<file path="src/rtl/riscv_ckpt_pkg.sv">
// riscv_ckpt_pkg: shared STATUS codes and FSM state encoding for the
// RISC-V checkpoint monitor.
package riscv_ckpt_pkg;

    localparam logic [2:0] CKPT_ST_NONE       = 3'd0;
    localparam logic [2:0] CKPT_ST_PASS       = 3'd1;
    localparam logic [2:0] CKPT_ST_MISMATCH   = 3'd2;
    localparam logic [2:0] CKPT_ST_SKIP       = 3'd3;
    localparam logic [2:0] CKPT_ST_INCOMPLETE = 3'd4;
    localparam logic [2:0] CKPT_ST_TIMEOUT    = 3'd5;

    typedef enum logic [1:0] {
        CKPT_IDLE = 2'd0,
        CKPT_RUN  = 2'd1,
        CKPT_DONE = 2'd2
    } ckpt_state_t;

endpackage

</file>
<file path="src/rtl/riscv_ckpt_table.sv">
// riscv_ckpt_table: checkpoint table of (instruction count, expected value)
// pairs. One write port, combinational read. Contents are never reset.
module riscv_ckpt_table #(
    parameter int NUM_CKPT = 40,
    parameter int IDX_W    = 6,
    parameter int DWIDTH   = 32
) (
    input  logic              clk,
    input  logic              we,
    input  logic [IDX_W-1:0]  waddr,
    input  logic [DWIDTH-1:0] winst,
    input  logic [DWIDTH-1:0] wans,
    input  logic [IDX_W-1:0]  raddr,
    output logic [DWIDTH-1:0] rinst,
    output logic [DWIDTH-1:0] rans
);

    localparam logic [IDX_W:0] DEPTH = (IDX_W+1)'(NUM_CKPT);

    logic [2*DWIDTH-1:0] mem [NUM_CKPT];

    // Table write; indices beyond the table depth are dropped.
    always_ff @(posedge clk) begin
        if (we && ({1'b0, waddr} < DEPTH)) begin
            mem[waddr] <= {winst, wans};
        end
    end

    // Combinational read of the entry currently under test.
    always_comb begin
        rinst = '0;
        rans  = '0;
        if ({1'b0, raddr} < DEPTH) begin
            {rinst, rans} = mem[raddr];
        end
    end

endmodule

</file>
<file path="src/rtl/riscv_ckpt_monitor.sv">
// riscv_ckpt_monitor: watches NUM_INST/OUTPUT_PORT/HALT from the core and
// checks OUTPUT_PORT against a programmed checkpoint table.
// Optional macro RISCV_CKPT_MON_CONTINUE_EN: mismatches are counted and the
// run continues; the verdict is given at HALT.
module riscv_ckpt_monitor
    import riscv_ckpt_pkg::*;
#(
    parameter int          NUM_CKPT   = 40,
    parameter int          IDX_W      = 6,
    parameter int          DWIDTH     = 32,
    parameter logic [31:0] MAX_CYCLES = 32'd1000000
) (
    input  logic              CLK,
    input  logic              RSTn,
    input  logic              CKPT_WE,
    input  logic [IDX_W-1:0]  CKPT_WADDR,
    input  logic [DWIDTH-1:0] CKPT_WINST,
    input  logic [DWIDTH-1:0] CKPT_WANS,
    input  logic [IDX_W:0]    CKPT_NUM,
    input  logic              START,
    input  logic [DWIDTH-1:0] NUM_INST,
    input  logic [DWIDTH-1:0] OUTPUT_PORT,
    input  logic              HALT,
    output logic              BUSY,
    output logic              DONE,
    output logic [2:0]        STATUS,
    output logic [IDX_W-1:0]  FAIL_IDX,
    output logic [DWIDTH-1:0] FAIL_GOT,
    output logic [DWIDTH-1:0] FAIL_EXP,
    output logic [IDX_W:0]    PASS_CNT,
    output logic [IDX_W:0]    FAIL_CNT,
    output logic [DWIDTH-1:0] CYCLE
);

    // CYCLE value whose arrival ends a run as TIMEOUT.
    localparam logic [DWIDTH-1:0] TIMEOUT_AT = DWIDTH'(MAX_CYCLES - 32'd1);

    ckpt_state_t       state_reg, state_next;
    logic [IDX_W:0]    n_ckpt_reg, n_ckpt_next;
    logic [IDX_W:0]    ptr_reg, ptr_next;
    logic [IDX_W:0]    pass_cnt_reg, pass_cnt_next;
    logic [IDX_W:0]    fail_cnt_reg, fail_cnt_next;
    logic [2:0]        status_reg, status_next;
    logic [IDX_W-1:0]  fail_idx_reg, fail_idx_next;
    logic [DWIDTH-1:0] fail_got_reg, fail_got_next;
    logic [DWIDTH-1:0] fail_exp_reg, fail_exp_next;
    logic [DWIDTH-1:0] cycle_reg, cycle_next;
    logic              stop;

    logic [DWIDTH-1:0] cur_inst;
    logic [DWIDTH-1:0] cur_ans;
    logic              table_we;

    // The table is only writable while idle.
    assign table_we = CKPT_WE && (state_reg == CKPT_IDLE);

    riscv_ckpt_table #(
        .NUM_CKPT (NUM_CKPT),
        .IDX_W    (IDX_W),
        .DWIDTH   (DWIDTH)
    ) u_table (
        .clk   (CLK),
        .we    (table_we),
        .waddr (CKPT_WADDR),
        .winst (CKPT_WINST),
        .wans  (CKPT_WANS),
        .raddr (ptr_reg[IDX_W-1:0]),
        .rinst (cur_inst),
        .rans  (cur_ans)
    );

    // FSM state register.
    always_ff @(posedge CLK) begin
        if (!RSTn) begin
            state_reg <= CKPT_IDLE;
        end else begin
            state_reg <= state_next;
        end
    end

    // Counters, pointer and failure record registers.
    always_ff @(posedge CLK) begin
        if (!RSTn) begin
            n_ckpt_reg   <= '0;
            ptr_reg      <= '0;
            pass_cnt_reg <= '0;
            fail_cnt_reg <= '0;
            status_reg   <= CKPT_ST_NONE;
            fail_idx_reg <= '0;
            fail_got_reg <= '0;
            fail_exp_reg <= '0;
            cycle_reg    <= '0;
        end else begin
            n_ckpt_reg   <= n_ckpt_next;
            ptr_reg      <= ptr_next;
            pass_cnt_reg <= pass_cnt_next;
            fail_cnt_reg <= fail_cnt_next;
            status_reg   <= status_next;
            fail_idx_reg <= fail_idx_next;
            fail_got_reg <= fail_got_next;
            fail_exp_reg <= fail_exp_next;
            cycle_reg    <= cycle_next;
        end
    end

    // Next-state logic: checkpoint compare first, then HALT, then timeout.
    always_comb begin
        state_next    = state_reg;
        n_ckpt_next   = n_ckpt_reg;
        ptr_next      = ptr_reg;
        pass_cnt_next = pass_cnt_reg;
        fail_cnt_next = fail_cnt_reg;
        status_next   = status_reg;
        fail_idx_next = fail_idx_reg;
        fail_got_next = fail_got_reg;
        fail_exp_next = fail_exp_reg;
        cycle_next    = cycle_reg;
        stop          = 1'b0;

        case (state_reg)
            CKPT_IDLE, CKPT_DONE: begin
                if (START) begin
                    state_next    = CKPT_RUN;
                    n_ckpt_next   = CKPT_NUM;
                    ptr_next      = '0;
                    pass_cnt_next = '0;
                    fail_cnt_next = '0;
                    status_next   = CKPT_ST_NONE;
                    fail_idx_next = '0;
                    fail_got_next = '0;
                    fail_exp_next = '0;
                    cycle_next    = '0;
                end
            end

            CKPT_RUN: begin
                if (cycle_reg != '1) begin
                    cycle_next = cycle_reg + 1'b1;
                end

                if (ptr_reg < n_ckpt_reg) begin
                    if (NUM_INST == cur_inst) begin
                        if (OUTPUT_PORT == cur_ans) begin
                            ptr_next      = ptr_reg + 1'b1;
                            pass_cnt_next = pass_cnt_reg + 1'b1;
                        end else begin
                            // Only the first failure is recorded.
                            if (fail_cnt_reg == '0) begin
                                fail_idx_next = ptr_reg[IDX_W-1:0];
                                fail_got_next = OUTPUT_PORT;
                                fail_exp_next = cur_ans;
                            end
                            fail_cnt_next = fail_cnt_reg + 1'b1;
`ifdef RISCV_CKPT_MON_CONTINUE_EN
                            ptr_next = ptr_reg + 1'b1;
`else
                            stop        = 1'b1;
                            status_next = CKPT_ST_MISMATCH;
`endif
                        end
                    end else if (NUM_INST > cur_inst) begin
                        // The core retired past this checkpoint without
                        // presenting it.
                        if (fail_cnt_reg == '0) begin
                            fail_idx_next = ptr_reg[IDX_W-1:0];
                            fail_got_next = OUTPUT_PORT;
                            fail_exp_next = cur_ans;
                        end
                        stop        = 1'b1;
                        status_next = CKPT_ST_SKIP;
                    end
                end

                if (!stop) begin
                    if (HALT) begin
                        stop = 1'b1;
`ifdef RISCV_CKPT_MON_CONTINUE_EN
                        if (fail_cnt_next != '0) begin
                            status_next = CKPT_ST_MISMATCH;
                        end else
`endif
                        if (ptr_next == n_ckpt_reg) begin
                            status_next = CKPT_ST_PASS;
                        end else begin
                            status_next = CKPT_ST_INCOMPLETE;
                        end
                    end else if (cycle_next == TIMEOUT_AT) begin
                        stop        = 1'b1;
                        status_next = CKPT_ST_TIMEOUT;
                    end
                end

                if (stop) begin
                    state_next = CKPT_DONE;
                end
            end

            default: begin
                state_next = CKPT_IDLE;
            end
        endcase
    end

    assign BUSY     = (state_reg == CKPT_RUN);
    assign DONE     = (state_reg == CKPT_DONE);
    assign STATUS   = status_reg;
    assign FAIL_IDX = fail_idx_reg;
    assign FAIL_GOT = fail_got_reg;
    assign FAIL_EXP = fail_exp_reg;
    assign PASS_CNT = pass_cnt_reg;
    assign FAIL_CNT = fail_cnt_reg;
    assign CYCLE    = cycle_reg;

endmodule
</file>
<file path="config.mk">
export PLATFORM = sky130hd
export DESIGN_NAME = riscv_ckpt_monitor
export DESIGN_NICKNAME = d
export VERILOG_FILES = /design/src/rtl/riscv_ckpt_pkg.sv /design/src/rtl/riscv_ckpt_table.sv /design/src/rtl/riscv_ckpt_monitor.sv
export SDC_FILE = /design/constraint.sdc
export NUM_CORES = 2
export LEC_CHECK = 0
export ABC_AREA = 1
export BUFFER_PORTS_ARGS = -buffer_cell sky130_fd_sc_hd__buf_2
export CORE_ASPECT_RATIO = 1.5
export CORE_MARGIN = 2
export CORE_UTILIZATION = 38
export CTS_CLUSTER_SIZE = 16
export DETAILED_ROUTE_END_ITERATION = 12
export PLACE_DENSITY = 0.57
export SKIP_LAST_GASP = 1
export SYNTH_ARGS = -nofsm -noshare
export SYNTH_HDL_FRONTEND = slang
export SYNTH_SLANG_ARGS = --single-unit
</file>
<file path="constraint.sdc">
create_clock -name CLK -period 8.5 [get_ports CLK]
set_input_delay 1.7 -clock CLK [delete_from_list [all_inputs] [get_ports CLK]]
set_output_delay 1.7 -clock CLK [all_outputs]
set_load 0.1 [all_outputs]
</file>
==> results.toml <==
[cells_and_area]
largest_register_ffs = 2560
drive_above_1_share_pct = 9.20
multi_input_area_sq_um = 26500
fin_nets = 9413
largest-register = "u_table.mem"
n_fill_cell = 26363
final-seq-area_sq_um = 79700
postLayoutCellArea_sq_um = 123000
syn2layout_area_growth_pct = 12.7
fin_cells = 13196

[worst_hold_path]
min_path_cells = 2
hold_class = "reg -> reg"

[sta]
finalHoldViolCount = 0
max_freq_mhz = 137
slew_violations = 0
tns_ns = 0
finClkSkew_ns = 0.0695
setup_slack_ns = 1.21
slew-limit-headroom_pct = 21.9
post-route-min-period_ns = 7.29
tightest_slew_ns = 1.17
post-route-period-util_pct = 85.7
setup_violations = 0
rsz0062_at_grt = "false"

[global_route]
grt_max_degree = 198
grt_pass1_vias = 71779
gr-total-overflow = 0
grt_pass1_wl_mm = 506
antenna_found_initial = 31
grtUsageTotal_pct = 23.4

[detailed_routing]
drc = 0
viasPerCell = 5.74
routedWlPerCell_um = 26.8
dr.first_iter.drc_count = 8476
top_layer = "met5"
drt_wl_total_mm = 354
wl_met2_mm = 175
final_antenna_net_count = 0
wl_met3_mm = 27.1
dr.pass1.iters = 6
m1WireLength_mm = 136
vias = 75767

[synthesis]
synthXorXnorAreaFrac_pct = 0.232
synth-edff-count = 2560
synth.yosys.seq_area_share_pct = 72.8
synth_most_common_cell = "edfxtp_1"
synthTopCellsByCount = "edfxtp_1 (2,560), nand2_1 (1,683), nand3_1 (1,175)"
synth_simple_gate_area_share_pct = 15.5
yosysTopAreaCell = "edfxtp_1"
synth_mux_area_share_pct = 0.00914
synth_ff_type = "edfxtp_1"
synthesis.nets = 9349
yosysWarnings = 0
ys_seq_elements = 2701
synth_compound_area_share_pct = 7.69
syn-cell-area_sq_um = 110000
synth_fa_ha_area_share_pct = 0.491
yosys-top-cells-area = "edfxtp_1 (70%), nand2_1 (5.8%), nand3_1 (5.4%), o21ai_0 (4.1%), nor2_1 (3.6%)"
synth.avg_cell_area_sq_um = 12.0
synth_top_family_by_area = "simple AND/OR/NAND/NOR gates"
async_flop_share_pct = 0
yosys.cell_types.count = 48
syn_inst = 9160
synth_top_area_share_pct = 70.2

[floorplanning]
rows = 241
io_pins = 267
initial_core_util_pct = 38.2
die_height_um = 662
dieArea_sq_um = 293000
core_sq_um = 287000
die_w_um = 442

[place]
dp_cells = 12716
pre_cts_ws_ns = 1.56
gp_congestion = 0.858
placed_cell_area_sq_um = 115000
hpwl_mm = 177
io_buffers = 266

[run]
max_cap_violations = 0

[cts]
cts.clk_slew.worst_paths_ns = 0.07
htreeDepth = 5
cts_tree = "done"
cts_resized = 0
insertion_delay_ns = 0.85
cts_hold_buf = 0
cts_made_buffers = 272
root_buffer = "clkbuf_16"
cts_buffer_depth = 4
cts.sinks = 2701
postCtsSetupBuffers = 0

[critical_path]
cp_max_fo = 197
crit_arrival_ns = 8.04
timing_worst_setup_path_type = "reg -> reg"
r2r_cells = 22
cp.required_ns = 9.26
worstSetupStartpointType = "flip-flop"
endpoint_kind = "flip-flop"

[power]
p_leak_nw = 42.0
vdd_drop_max_uv = 167
power_density_nw_per_um2 = 222

[run_status]
outcome = "finished clean"
-- power by group --
group | total (mW) | switching (mW) | internal (mW)
Combinational | 0.668 | 0.568 | 0.0995
Clock | 12.1 | 5.14 | 6.94
Sequential | 14.6 | 0.0264 | 14.6
-- worst paths after layout --
check	start	to	slack (ns)
setup / recovery	flip-flop	FAIL_EXP[1]$_SDFFE_PN0P_	1.21
hold / removal	FAIL_EXP[2]$_SDFFE_PN0P_	FAIL_EXP[2]$_SDFFE_PN0P_	0.45
setup reg to reg	flip-flop	FAIL_EXP[1]$_SDFFE_PN0P_	1.21
hold reg to reg	FAIL_EXP[2]$_SDFFE_PN0P_	FAIL_EXP[2]$_SDFFE_PN0P_	0.45
-- cells by family after synthesis --
group           count (synthesis)
compound gates               1557
simple gates                 4032
buf+inv                       797
fa+ha+maj                      43
flops                        2701
xor+xnor                       29
mux                             1
-- cell usage in the layout, fill, tap and decap left out, types with 3 or more instances in the layout --
cell        netlist  routed
nand4_1          59      59
inv_2            21      19
buf_2           156     266
o21ai_1          51      49
xnor2_1          10      10
clkinv_8          0       6
buf_4            35      81
clkinv_1          5      55
diode_2           0       6
o221ai_1          3       3
inv_8             0       5
buf_12            1      53
clkinvlp_4        0       9
nor2_4            1      42
inv_1           161     157
dfxtp_4           0       6
o21ai_0         894     894
ha_1             43      43
nand3b_1         10      10
clkinv_2          0      37
edfxtp_1       2560    2560
nor2_1         1051    1010
clkbuf_16         0     278
a21oi_1         150     149
o21ai_4           0       3
o22ai_1         437     437
nand3_1        1175    1175
nand3_2           4       4
nor3_1           24      24
clkbuf_1        332      43
nor3b_1           3       3
nand2_1        1683    1683
bufinv_16         0      30
nor4_1           14      14
o32ai_1           8       8
dfxtp_1         141     135
inv_6             0      14
xor2_1           19      19
-- per-layer routing --
layer / GRT usage (%) / vias to the layer above
met5: 0 / -
met4: 9.55 / 16
met3: 3.51 / 765
met2: 40.5 / 3552
met1: 29.4 / 38244
li1: - / 33190
-- critical path: stages, from the launching register on --
cell,delay [ns]
dfxtp_4,0.80
buf_12,0.59
buf_4,0.62
o21ai_0,0.20
o22ai_1,0.20
nor2_1,0.05
o32ai_1,0.25
nand2_1,0.10
nand3_1,0.09
nand3_1,0.10
ha_1,0.34
nand2_1,0.06
inv_1,0.06
nand3_1,0.07
nor3b_1,0.69
nand2_1,0.57
nand2_1,0.61
a21oi_4,0.08
buf_4,0.28
o21ai_4,0.42
buf_12,0.35
o21ai_0,0.13
a21oi_1,0.16
-- stage by stage --
| stage | util [%] | power [mW] | hold WS, ns |
|---|---|---|---|
| 2_1_floorplan | - | 15.3 | 0.465 |
| 3_3_place_gp | 39.9 | 15.6 | 0.438 |
| 3_5_place_dp | 39.9 | 15.6 | 0.435 |
| 4_1_cts | 43.0 | 27.6 | 0.444 |
| 5_1_grt | 43.0 | 28.1 | 0.462 |
| 6_report | 43.0 | 27.4 | 0.447 |
-- area by class of cell --
| type | count | area share, % |
|---|---|---|
| sequential | 2701 | 64.6 |
| multi-input combinational | 5662 | 21.5 |
| clock buffer | 322 | 5.78 |
| tap | 3766 | 3.82 |
| timing repair buffer | 400 | 2.43 |
| clock inverter | 152 | 1.33 |
| inverter | 187 | 0.595 |
| antenna | 6 | 0.0122 |
Power figures use the tool's default switching activity.
